`config.mk`:
```
export PLATFORM = sky130hd
export DESIGN_NAME = pixel_array_rowscan_flat
export DESIGN_NICKNAME = d
export VERILOG_FILES = /design/src/rtl/pixel_array_rowscan_pkg.sv /design/src/rtl/pixel_array_rowscan_if.sv /design/src/rtl/pixel_array_rowscan_cell.sv /design/src/rtl/pixel_array_rowscan.sv /design/src/flat_wrapper.sv
export SDC_FILE = /design/constraint.sdc
export NUM_CORES = 1
export LEC_CHECK = 0
export ABC_AREA = 1
export BUFFER_PORTS_ARGS = -buffer_cell sky130_fd_sc_hd__buf_2
export CAP_MARGIN = 20
export CORE_MARGIN = 1.5
export CORE_UTILIZATION = 50
export CTS_BUF_LIST = sky130_fd_sc_hd__clkbuf_4 sky130_fd_sc_hd__clkbuf_8
export CTS_CLUSTER_SIZE = 12
export DETAILED_ROUTE_END_ITERATION = 8
export PLACE_DENSITY = 0.67
export SYNTH_ARGS = -nofsm -noshare
export SYNTH_HDL_FRONTEND = slang
export SYNTH_HIERARCHICAL = 1
export SYNTH_SLANG_ARGS = --single-unit
```
`constraint.sdc`:
```
create_clock -name clk -period 2.4 [get_ports clk]
set_input_delay 0.48 -clock clk [delete_from_list [all_inputs] [get_ports clk]]
set_output_delay 0.48 -clock clk [all_outputs]
set_load 0.05 [all_outputs]
```
`src/rtl/pixel_array_rowscan_pkg.sv`:
```
// Shared types and helpers for the row-scanned pixel array.
// Holds FSM state codes, default widths and the saturating accumulate.
package pixel_array_pkg;

    typedef enum logic [2:0] {
        ST_IDLE    = 3'd0,
        ST_ERASE   = 3'd1,
        ST_EXPOSE  = 3'd2,
        ST_CONVERT = 3'd3,
        ST_READ    = 3'd4
    } state_e;

    localparam logic [2:0] S_IDLE    = ST_IDLE;
    localparam logic [2:0] S_ERASE   = ST_ERASE;
    localparam logic [2:0] S_EXPOSE  = ST_EXPOSE;
    localparam logic [2:0] S_CONVERT = ST_CONVERT;
    localparam logic [2:0] S_READ    = ST_READ;

    localparam int ROWS_DEF   = 4;
    localparam int COLS_DEF   = 4;
    localparam int DATA_W_DEF = 8;
    localparam int LVL_W_DEF  = 4;
    localparam int EXP_W_DEF  = 8;

    // Add and clamp to maxv; width-agnostic so every cell size can use it.
    function automatic int unsigned sat_add(
        input int unsigned acc,
        input int unsigned lvl,
        input int unsigned maxv
    );
        int unsigned sum;
        sum = acc + lvl;
        return (sum > maxv) ? maxv : sum;
    endfunction

endpackage

```
`src/rtl/pixel_array_rowscan_if.sv`:
```
// Row readout bus: one COLS-wide row of codes per valid/ready transfer.
// master drives valid/row/data and samples ready; slave is the consumer.
interface pixel_array_rowscan_if #(
    parameter int ROWS   = 4,
    parameter int COLS   = 4,
    parameter int DATA_W = 8
);
    localparam int RW = (ROWS > 1) ? $clog2(ROWS) : 1;

    logic                   out_valid;
    logic                   out_ready;
    logic [RW-1:0]          out_row;
    logic [COLS*DATA_W-1:0] out_data;

    modport master (
        output out_valid,
        output out_row,
        output out_data,
        input  out_ready
    );

    modport slave (
        input  out_valid,
        input  out_row,
        input  out_data,
        output out_ready
    );
endinterface

```
`src/rtl/pixel_array_rowscan_cell.sv`:
```
// One pixel: saturating exposure accumulator plus ramp comparator/latch.
// Ports: clk, reset, erase_i, expose_en_i, convert_en_i, ramp_i, light_i, code_o.
module pixel_cell
    import pixel_array_pkg::*;
#(
    parameter int DATA_W = DATA_W_DEF,
    parameter int LVL_W  = LVL_W_DEF
) (
    input  logic              clk,
    input  logic              reset,
    input  logic              erase_i,
    input  logic              expose_en_i,
    input  logic              convert_en_i,
    input  logic [DATA_W-1:0] ramp_i,
    input  logic [LVL_W-1:0]  light_i,
    output logic [DATA_W-1:0] code_o
);
    localparam int unsigned MAXV = (1 << DATA_W) - 1;

    logic [DATA_W-1:0] acc_q, acc_d;
    logic [DATA_W-1:0] code_q, code_d;
    logic              done_q, done_d;

    always_comb begin
        acc_d  = acc_q;
        code_d = code_q;
        done_d = done_q;
        if (erase_i) begin
            acc_d  = '0;
            code_d = '0;
            done_d = 1'b0;
        end else if (expose_en_i) begin
            acc_d = DATA_W'(sat_add(32'(acc_q), 32'(light_i), MAXV));
        end else if (convert_en_i && !done_q && (ramp_i >= acc_q)) begin
            // First ramp step at or above the charge wins; later steps ignored.
            code_d = ramp_i;
            done_d = 1'b1;
        end
    end

    always_ff @(posedge clk) begin
        if (reset) begin
            acc_q  <= '0;
            code_q <= '0;
            done_q <= 1'b0;
        end else begin
            acc_q  <= acc_d;
            code_q <= code_d;
            done_q <= done_d;
        end
    end

    assign code_o = code_q;
endmodule

```
`src/rtl/pixel_array_rowscan.sv`:
```
// ROWS x COLS pixel array with frame sequencer and row readout.
// Ports: clk, reset, start, expose_len, light in; busy, frame_done out; out bus (master).
module pixel_array_rowscan
    import pixel_array_pkg::*;
#(
    parameter int ROWS   = ROWS_DEF,
    parameter int COLS   = COLS_DEF,
    parameter int DATA_W = DATA_W_DEF,
    parameter int LVL_W  = LVL_W_DEF,
    parameter int EXP_W  = EXP_W_DEF
) (
    input  logic                      clk,
    input  logic                      reset,
    input  logic                      start,
    input  logic [EXP_W-1:0]          expose_len,
    input  logic [ROWS*COLS*LVL_W-1:0] light,
    output logic                      busy,
    output logic                      frame_done,
    pixel_array_rowscan_if.master     out
);
    localparam int RW   = (ROWS > 1) ? $clog2(ROWS) : 1;
    localparam int ROWB = COLS * DATA_W;

    logic [2:0]        state_q, state_d;
    logic [EXP_W-1:0]  e_q, e_d;
    logic [EXP_W-1:0]  exp_cnt_q, exp_cnt_d;
    logic [DATA_W-1:0] ramp_q, ramp_d;
    logic [RW-1:0]     row_q, row_d;
    logic              fd_q, fd_d;

    logic [ROWS*ROWB-1:0] codes;

    logic erase, expose_en, convert_en;
    assign erase      = (state_q == S_ERASE);
    assign expose_en  = (state_q == S_EXPOSE);
    assign convert_en = (state_q == S_CONVERT);

    for (genvar r = 0; r < ROWS; r++) begin : g_row
        for (genvar c = 0; c < COLS; c++) begin : g_col
            pixel_cell #(
                .DATA_W (DATA_W),
                .LVL_W  (LVL_W)
            ) u_cell (
                .clk          (clk),
                .reset        (reset),
                .erase_i      (erase),
                .expose_en_i  (expose_en),
                .convert_en_i (convert_en),
                .ramp_i       (ramp_q),
                .light_i      (light[(r*COLS+c)*LVL_W +: LVL_W]),
                .code_o       (codes[r*ROWB + c*DATA_W +: DATA_W])
            );
        end
    end

    always_comb begin
        state_d   = state_q;
        e_d       = e_q;
        exp_cnt_d = exp_cnt_q;
        ramp_d    = ramp_q;
        row_d     = row_q;
        fd_d      = 1'b0;
        unique case (state_q)
            S_IDLE: begin
                if (start) begin
                    e_d     = expose_len;
                    state_d = S_ERASE;
                end
            end
            S_ERASE: begin
                exp_cnt_d = e_q;
                ramp_d    = '0;
                state_d   = (e_q != '0) ? S_EXPOSE : S_CONVERT;
            end
            S_EXPOSE: begin
                exp_cnt_d = exp_cnt_q - 1'b1;
                if (exp_cnt_q == EXP_W'(1)) state_d = S_CONVERT;
            end
            S_CONVERT: begin
                // Ramp wraps to 0 on its last step, leaving it clean for next frame.
                ramp_d = ramp_q + 1'b1;
                row_d  = '0;
                if (ramp_q == '1) state_d = S_READ;
            end
            S_READ: begin
                if (out.out_ready) begin
                    if (row_q == RW'(ROWS - 1)) begin
                        row_d   = '0;
                        fd_d    = 1'b1;
                        state_d = S_IDLE;
                    end else begin
                        row_d = row_q + 1'b1;
                    end
                end
            end
            default: state_d = S_IDLE;
        endcase
    end

    always_ff @(posedge clk) begin
        if (reset) begin
            state_q   <= S_IDLE;
            e_q       <= '0;
            exp_cnt_q <= '0;
            ramp_q    <= '0;
            row_q     <= '0;
            fd_q      <= 1'b0;
        end else begin
            state_q   <= state_d;
            e_q       <= e_d;
            exp_cnt_q <= exp_cnt_d;
            ramp_q    <= ramp_d;
            row_q     <= row_d;
            fd_q      <= fd_d;
        end
    end

    assign busy          = (state_q != S_IDLE);
    assign frame_done    = fd_q;
    assign out.out_valid = (state_q == S_READ);
    assign out.out_row   = row_q;
    assign out.out_data  = out.out_valid ? codes[int'(row_q)*ROWB +: ROWB] : '0;
endmodule
```
`src/flat_wrapper.sv`:
```
// flat-port wrapper written by rule: the top's interface ports become plain ports
module pixel_array_rowscan_flat import pixel_array_pkg::*;
#(
    parameter int ROWS   = ROWS_DEF,
    parameter int COLS   = COLS_DEF,
    parameter int DATA_W = DATA_W_DEF,
    parameter int LVL_W  = LVL_W_DEF,
    parameter int EXP_W  = EXP_W_DEF
)
  (clk, reset, start, expose_len, light, busy, frame_done, out_out_valid, out_out_row, out_out_data, out_out_ready);
  pixel_array_rowscan_if #(.ROWS(ROWS), .COLS(COLS), .DATA_W(DATA_W)) out_i ();
  input  logic clk;
  input  logic reset;
  input  logic start;
  input  logic [EXP_W-1:0] expose_len;
  input  logic [ROWS*COLS*LVL_W-1:0] light;
  output logic busy;
  output logic frame_done;
  output wire logic [$bits(out_i.out_valid)-1:0] out_out_valid;
  output wire logic [$bits(out_i.out_row)-1:0] out_out_row;
  output wire logic [$bits(out_i.out_data)-1:0] out_out_data;
  input wire logic [$bits(out_i.out_ready)-1:0] out_out_ready;
  assign out_out_valid = out_i.out_valid;
  assign out_out_row = out_i.out_row;
  assign out_out_data = out_i.out_data;
  assign out_i.out_ready = out_out_ready;
  pixel_array_rowscan #(.ROWS(ROWS), .COLS(COLS), .DATA_W(DATA_W), .LVL_W(LVL_W), .EXP_W(EXP_W)) u_core (.clk(clk), .reset(reset), .start(start), .expose_len(expose_len), .light(light), .busy(busy), .frame_done(frame_done), .out(out_i));
endmodule
```
* After elaboration in Yosys (flattened, before gate mapping)
Index checks and enable logic that the tools add are counted.
Storage, ports and cells: logic and storage cells 226, input port bits 76, register bits after elaboration 302, output and inout bits 37
Cells by class: equality and inequality tests 12, bitwise gates (word level) 3, muxes and demuxes 30, reductions and logical operators 75, shifts and indexed selects 1, $lt $le $gt $ge 32, add/sub/neg operators 19
Operators by type and width (number):
- adder 8 x 4 -> 9 bit | 16
- > comparator 9 x 8 -> 1 bit, second input constant | 16
- >= comparator 8 bit | 16
- two-way mux 8 bit | 16
- indexed part select 128 x 8 -> 32 bit | 1
- AND reduction 2 bit | 18
- logical AND 1 bit | 32
- two-way mux 32 bit | 1
- case mux 8 bit (2 select lines) | 2
- zero test 1 bit | 16
- two-way mux 3 bit | 5
- case mux 3 bit (5 select lines) | 1
- adder 8 x 1 -> 8 bit, second input constant | 1
- equality test 8 x 1 -> 1 bit, second input constant | 1
- equality test 8 bit, second input constant | 1
- inequality test 2 bit, second input constant | 4
- nonzero test 8 bit | 1
- subtractor 8 x 1 -> 8 bit, second input constant | 1
- equality test 3 x 2 -> 1 bit, second input constant | 2
- nonzero test 2 bit | 3
- AND reduction 5 bit | 1
- two-way mux 2 bit | 2
- case mux 2 bit (2 select lines) | 1
- equality test 3 x 1 -> 1 bit, second input constant | 1
- 10 further kinds | 13

* Logic depth before layout (Yosys ltp)
Gate-level depths: netlist of run 1.
word-level depth 4, gate-level depth with buffers 13, gate-level depth less buffers 12

* Cells and area by module
The synthesis of run 1 kept the hierarchy.
Modules (own cells, without submodules):
- pixel_cell | area an instance 1246.2 µm², cells an instance 163, instances 16
- pixel_array_rowscan | area an instance 2652.5 µm², cells an instance 465, instances 1

* Worst setup path after synthesis of run 1
No wires, ideal clock.
kind reg-to-output, start register u_core.row_q[0] (netlist: u_core/out.out_row[0]), end output port out_out_data[25], path slack -237 ps, arrival 2157 ps, stages on the path, launching flop included 7, cells stage by stage dfxtp_1 > buf_2 > buf_2 > nor2_1 > nor2_1 > o21ai_0 > a21oi_1
Between the ends: cells in the longest elaborated chain, start to end 2
RTL lines:
- start: declaration | RTL line pixel_array_rowscan.sv:28 | logic [RW-1:0] row_q, row_d;
- start signal: assignment | RTL line pixel_array_rowscan.sv:113 | row_q <= row_d;
- indexed part select 128 x 8 -> 32 bit | RTL line pixel_array_rowscan.sv:122 | assign out.out_data = out.out_valid ? codes[int'(row_q)*ROWB +: ROWB] : '0;
- two-way mux 32 bit | RTL line pixel_array_rowscan.sv:122
- end: declaration | RTL line flat_wrapper.sv:21 | output wire logic [$bits(out_i.out_data)-1:0] out_out_data;
No other way between the ends.

* Final worst setup path of run 1
start register u_core.row_q[0] (netlist: u_core/out.out_row[0]), end output port out_out_data[6]
The elaborated chain is that of the path after synthesis.

==> results of run 1 <==
-- metal layers --
layer	vias to the layer above	part of all wire (%)	routed length (um)	global-route usage [%]
met3	100	5.9	3550	3.76
met5	-	0	0	0
met1	9614	43	25700	30.6
met2	585	49	29500	44.3
li1	10300	-	-	-
met4	0	2.4	1470	8.65
-- flip-flops by register name, indices dropped and copies added (netlist names) --
| signal | count |
|---|---|
| u_core/e_q | 8 |
| u_core/g_row.g_col.u_cell/done_q | 16 |
| u_core/g_row.g_col.u_cell/acc_q | 128 |
| u_core/frame_done | 1 |
| u_core/ramp_q | 8 |
| u_core/out.out_row | 2 |
| u_core/exp_cnt_q | 8 |
| u_core/g_row.g_col.u_cell/code_o | 128 |
| u_core/state_q | 3 |
-- kinds of logic after synthesis --
family / synth area share [%]
AO/OA/AOI/OAI: 13.3
flip-flops: 26.8
adder cells (fa/ha/maj): 12.3
multiplexers: 0.709
buffers and inverters: 12.0
XOR/XNOR: 0.737
AND/OR/NAND/NOR: 34.2
-- synth_stat cells, drive strengths merged (18+ instances only) --
| master | number |
|---|---|
| o21ai | 130 |
| nor2 | 431 |
| inv | 460 |
| xor2 | 18 |
| nand2 | 638 |
| nand4 | 36 |
| buf | 74 |
| a21oi | 328 |
| nor3 | 35 |
| nand3 | 320 |
| ha | 196 |
| dfxtp | 302 |
-- worst paths after layout --
check / start / to / slack (ns) / cells past startpoint
max: u_core/out.out_row[0] / out_out_data[6] / -0.16 / 7
min: expose_len[2] / u_core/e_q[2] / 0.12 / 3
max reg2reg: u_core/state_q[2] / u_core/g_row[0].g_col[3].u_cell/code_o[5] / 0.36 / 9
min reg2reg: u_core/e_q[5] / u_core/e_q[5] / 0.48 / 2
-- worst register-to-register path, delay by kind of cell (launching register included) --
| family | cells | cell delay (ns) |
|---|---|---|
| buf+inv | 4 | 0.92 |
| flops | 1 | 0.41 |
| simple gates | 5 | 0.59 |
-- layout make-up --
type	instances	area, sq um
tap	592	741
clock inverter	10	75.1
clock buffer	86	1050
sequential	302	6070
multi-input combinational	2219	14200
timing repair buffer	204	1900
fill	4075	18600
inverter	462	1760
-- through the flow --
step	instance area, sq um	power (uW)	utilization (%)	TNS [ns]	hold WS (ns)
after floorplan	22700	12200	-	0	0.437
after CTS	25300	19200	57.0	-1.56	0.0800
final	25800	19700	58.1	-2.24	0.115
after global placement	23700	13500	53.5	0	0.460
after detailed placement	23700	13700	53.5	0	0.464
after global routing	25800	21000	58.1	-4.03	0.141
-- timing repair --
action                                  in CTS  in global routing
endpoints found under the setup margin      32                 32
pin swaps                                    9                 41
gates resized for setup                    126                 79
hold buffers                                 0                  0
cloned                                       4                  7
buffers inserted                             4                  9
-- power groups by stage --
stage / sequential (uW) / clock, uW / combinational (uW)
2_1_floorplan: 6050 / 0 / 6190
3_3_place_gp: 6140 / 0 / 7350
3_5_place_dp: 6160 / 0 / 7540
4_1_cts: 6080 / 5260 / 7890
5_1_grt: 6150 / 5500 / 9350
6_report: 6090 / 5130 / 8490
==> flow_summary.toml, run 1 <==
[detailed_routing]
viasPerCell = 5.32
drc_errors = 0
postRouteAntennaNets = 0
drt-pass1-iter-count = 6
wl_per_cell_um = 15.5
drtIter0Drc = 1348
wl_um = 60200
num_vias = 20599

[synth]
dominantRegCellSynth = "dfxtp_1"
async_flop_share_pct = 0
ys_seq_elements = 302
synth_edf_count = 0
synth_cells = 3073
ys.warnings.count = 6
synth-seq-area-share_pct = 26.8
synth_largest_area_cell = "dfxtp_1"
ys_types = 43
synthDominantCellAreaShare_pct = 26.8
syn_area_per_cell_sq_um = 7.35
syn_area_sq_um = 22600
synth_area_leaders = "dfxtp_1, ha_1, nand2_1, inv_1, nor2_1"
synth.net_count = 3361

[critical_path]
worstPathMaxFanout = 8
cp_top_family = "buffers and inverters"
slowest_delay_ns = 0.36
worstPathCellList = "buf_6 -> inv_8 -> buf_12 -> buf_12 -> o21ai_0 -> a21oi_2 -> buf_6"
startpoint_type = "register"
cp_num_buf_inv = 5
endpoint_kind = "primary output"
slowest_stage = "dfxtp_4"
crit_required_ns = 1.92
critical_path_class = "reg2out"
worst_ep_arrival_time_ns = 2.08

[sta]
max_freq_mhz = 390
fin_crit_sh_pct = 107
setup_violations = 29
worst_slack_ns = -0.164
slew_headroom_pct = 53.1
worst_pin_slew_ns = 0.701
final.min_clock_period_ns = 2.56
hold_viol = 0
fin_skew_ns = 0.0325
rsz0062_at_grt = "yes"
slew_viol_final = 0

[die]
io_pins = 113
die_w_um = 216
die-area_sq_um = 46500
core_region_area_sq_um = 44400
initial_core_util_pct = 50.9
die_height_um = 216
rows = 77

[place]
place.port_buffers = 112
dp_slack_ns = 0.320
dpl.hpwl_um = 41000
place_inst = 3756
gp_congestion = 0.901

[clock_tree]
cts_tree = "built"
cts_buffers = 56
cts.path.max_buffers = 3
h-tree-depth = 2
clk-insertion-delay-late_ns = 0.66
cts.sinks = 302
root_buffer = "clkbuf_8"
clkSlewWorstSetupHoldPaths_ns = 0.06

[pwr]
netSwitchingFraction_pct = 41.1
p_seq_share_pct = 30.9
intPower_uw = 11600
pwr_density_cell_nw_per_um2 = 764
leakage_uw = 0.0114
switchingPower_uw = 8110
ir_drop_uv = 463
combPwrFrac_pct = 43.1
pwr-share-clk_pct = 26.0

[layout]
fin_cells = 3875
diodes = 0
drive_gt1_share_pct = 25.5
final_net_count = 3533
final_common_cell = "nand2_1"
final_cell_mix = "nand2_1, inv_1, nor2_1"
area_growth_pct = 14.3

[run_status]
failed_checks = "setup timing"
status = "finished, violations left"

[job]
maxCapViolCount = 0

[global_routing]
antenna_found_initial = 0
grt_pass1_wl_um = 95900
grt_overflow = 0
grtUsageTotal_pct = 25.0
grt_max_degree = 64
first_global_vias = 19686

[worst_hold_path]
min_path_type = "in2reg"
Power figures use the tool's default switching activity.
==> run 2, diff against run 1 <==
ABC_AREA = unset   (was 1)
==> run 2 against run 1 <==
The run still ends with setup timing left. Via count is 19% lower. Flip-flop and latch count stayed put. Register-to-register slack worse by 0.15 ns. Largest power group is now registers. Sequential share of layout area is 3.6 points higher. Critical path type unchanged. Cell count is 27% lower. Critical path depth is 2 lower.
==> flow_summary.toml, run 2 <==
[global_routing]
grt_pass1_wl_um = 82200
grt_max_degree = 38
grtUsageTotal_pct = 25.5
grt_overflow = 0
antenna_found_initial = 0
first_global_vias = 16194

[synth]
synth_area_leaders = "dfxtp_1, ha_1, a21oi_1, o21ai_0, mux4_2"
synth_cells = 2134
ys.warnings.count = 6
synth-seq-area-share_pct = 31.2
dominantRegCellSynth = "dfxtp_1"
synth_edf_count = 0
ys_seq_elements = 302
yosysMostFrequentCell = "dfxtp_1"
synth_largest_area_cell = "dfxtp_1"
syn_area_per_cell_sq_um = 9.08
synth.net_count = 2422
async_flop_share_pct = 0
syn_area_sq_um = 19400
synth.top_cells.by_count = "dfxtp_1, a21oi_1, ha_1"
ys_types = 63
synthDominantCellAreaShare_pct = 31.2

[critical_path]
critical_path_class = "reg2out"
worstPathMaxFanout = 5
crit_path_start = "u_core/out.out_row[0]"
rrSetupSlack_ns = 0.21
endpoint = "out_out_data[21]"
worstPathCellList = "buf_12 -> buf_16 -> mux4_2 -> and2_4 -> buf_8"
slowest_delay_ns = 0.53
worst_ep_arrival_time_ns = 2.09
crit_required_ns = 1.92
slowest_stage = "mux4_2"
startpoint_type = "register"
path_depth = 5
rr_startpoint = "u_core/state_q[2]"
reg2regPathDepth = 6
cp_num_buf_inv = 3
cp_top_family = "multiplexers"
endpoint_kind = "primary output"
timing.rr.end = "u_core/g_row[3].g_col[1].u_cell/acc_q[4]"

[die]
initial_core_util_pct = 51.1
core_region_area_sq_um = 37900
die-area_sq_um = 40000
io_pins = 113
die_height_um = 200
die_w_um = 200
rows = 71

[detailed_routing]
drt-pass1-iter-count = 5
num_vias = 16656
wl_per_cell_um = 18.0
drc_errors = 0
postRouteAntennaNets = 0
viasPerCell = 5.92
wl_um = 50500
drtIter0Drc = 1091

[job]
maxCapViolCount = 0

[layout]
final_net_count = 2556
multi_input_area_sq_um = 12400
ff_latch_area_sq_um = 6050
area_growth_pct = 15.1
final_common_cell = "dfxtp_1"
n_fill_cell = 3317
diodes = 0
final_cell_mix = "dfxtp_1, a21oi_1, ha_1"
final_area_sq_um = 22300
drive_gt1_share_pct = 21.6

[sta]
fin_skew_ns = 0.0186
hold_viol = 0
tns_ns = -3.38
final.min_clock_period_ns = 2.57
worst_slack_ns = -0.169
slew_headroom_pct = 47.4
setup_violations = 32
worst_pin_slew_ns = 0.784
slew_viol_final = 0
rsz0062_at_grt = "yes"
max_freq_mhz = 389
fin_crit_sh_pct = 107

[clock_tree]
root_buffer = "clkbuf_8"
cts.sinks = 302
cts.path.max_buffers = 3
clkSlewWorstSetupHoldPaths_ns = 0.06
cts_tree = "built"
h-tree-depth = 2
holdBufCountCts = 0
cts_buffers = 52
clk-insertion-delay-late_ns = 0.59

[place]
place.port_buffers = 112
placed_area_sq_um = 20800
dpl.hpwl_um = 36000
gp_congestion = 0.841

[worst_hold_path]
min_path_type = "in2reg"

[run_status]
failed_checks = "setup timing"
status = "finished, violations left"

[pwr]
pwr_density_cell_nw_per_um2 = 706
leakage_uw = 0.00859
ir_drop_uv = 367
==> run 2: cell count changes after synthesis, moves of 38 or more <==
cell	previous run	this run
o21a_1	0	48
a21oi_1	183	251
o21ai_0	112	170
nor2_1	362	96
nand3_1	219	136
a21oi_2	145	44
nand2_1	582	89
nand2_2	54	0
nand3_2	68	0
nor2_2	49	0
inv_1	422	149
inv_2	38	0
==> run 2: kinds of logic (layout without fill, tap and decap cells) <==
logic type / Yosys count / after routing / share of synthesized area [%]
AOI/OAI and AO/OA: 757 / 757 / 27.9
xor gates and xnor gates: 54 / 54 / 2.44
adders and majority gates: 212 / 212 / 14.3
buffers and inverters: 249 / 416 / 5.36
DFF: 302 / 302 / 31.2
muxes: 67 / 67 / 5.54
and+or+nand+nor: 493 / 493 / 13.3
==> run 2: metrics by stage <==
step	setup WS (ns)	std cells	util (%)	power [uW]	hold WS, ns
6_report	-0.169	2812	58.8	15800	0.128
5_1_grt	-0.219	2812	58.8	16600	0.115
4_1_cts	-0.191	2814	58.9	15800	0.104
3_5_place_dp	0.184	2719	54.8	10700	0.455
3_3_place_gp	0.238	2719	54.8	10600	0.449
2_1_floorplan	0.0179	2134	-	9410	0.438
==> run 2: worst min-delay path by stage <==
stage,start,endpoint,slack [ns],depth (start not counted)
5_1_grt,expose_len[5],u_core/e_q[5],0.11,3
6_report,expose_len[0],u_core/e_q[0],0.13,3
3_5_place_dp,u_core/g_row[2].g_col[3].u_cell/done_q,u_core/g_row[2].g_col[3].u_cell/done_q,0.46,2
2_1_floorplan,u_core/g_row[0].g_col[0].u_cell/done_q,u_core/g_row[0].g_col[0].u_cell/done_q,0.44,2
4_1_cts,expose_len[5],u_core/e_q[5],0.10,3
3_3_place_gp,u_core/g_row[1].g_col[0].u_cell/done_q,u_core/g_row[1].g_col[0].u_cell/done_q,0.45,2
==> run 2: layer usage <==
metal	vias up	GRT usage, %	routed length, um
met5	-	0	0
met4	0	7.91	1030
met3	78	4.65	3580
met2	554	40.3	22900
met1	7918	35.2	23000
li1	8106	-	-
==> run 2: power by group <==
| part | leakage (uW) | internal (uW) | switching [uW] |
|---|---|---|---|
| sequential | 0.00244 | 5320 | 296 |
| combinational | 0.00556 | 1930 | 3150 |
| clock | 0.000594 | 2910 | 2140 |
| total | 0.00859 | 10200 | 5590 |
==> run 2: tightest hold or removal path, cell delays in order <==
cell	delay (ns)
buf_2	0.10
nand2_1	0.04
a21oi_1	0.05
==> run 2: layout make-up <==
| cell class | count | share of cell area [%] |
|---|---|---|
| inverters | 150 | 2.55 |
| multi-input cells | 1583 | 55.4 |
| flip-flops and latches | 302 | 27.1 |
| repair buffers | 179 | 7.04 |
| clock buffers | 75 | 4.37 |
| well taps | 511 | 2.87 |
| clock inverters | 12 | 0.606 |
==> run 2: repair_timing <==
action                     in CTS  in global routing
setup buffers                   5                  0
gates resized for setup       103                  8
pin swaps                      13                  0
setup endpoints to repair      32                 33
cloned                          3                  0
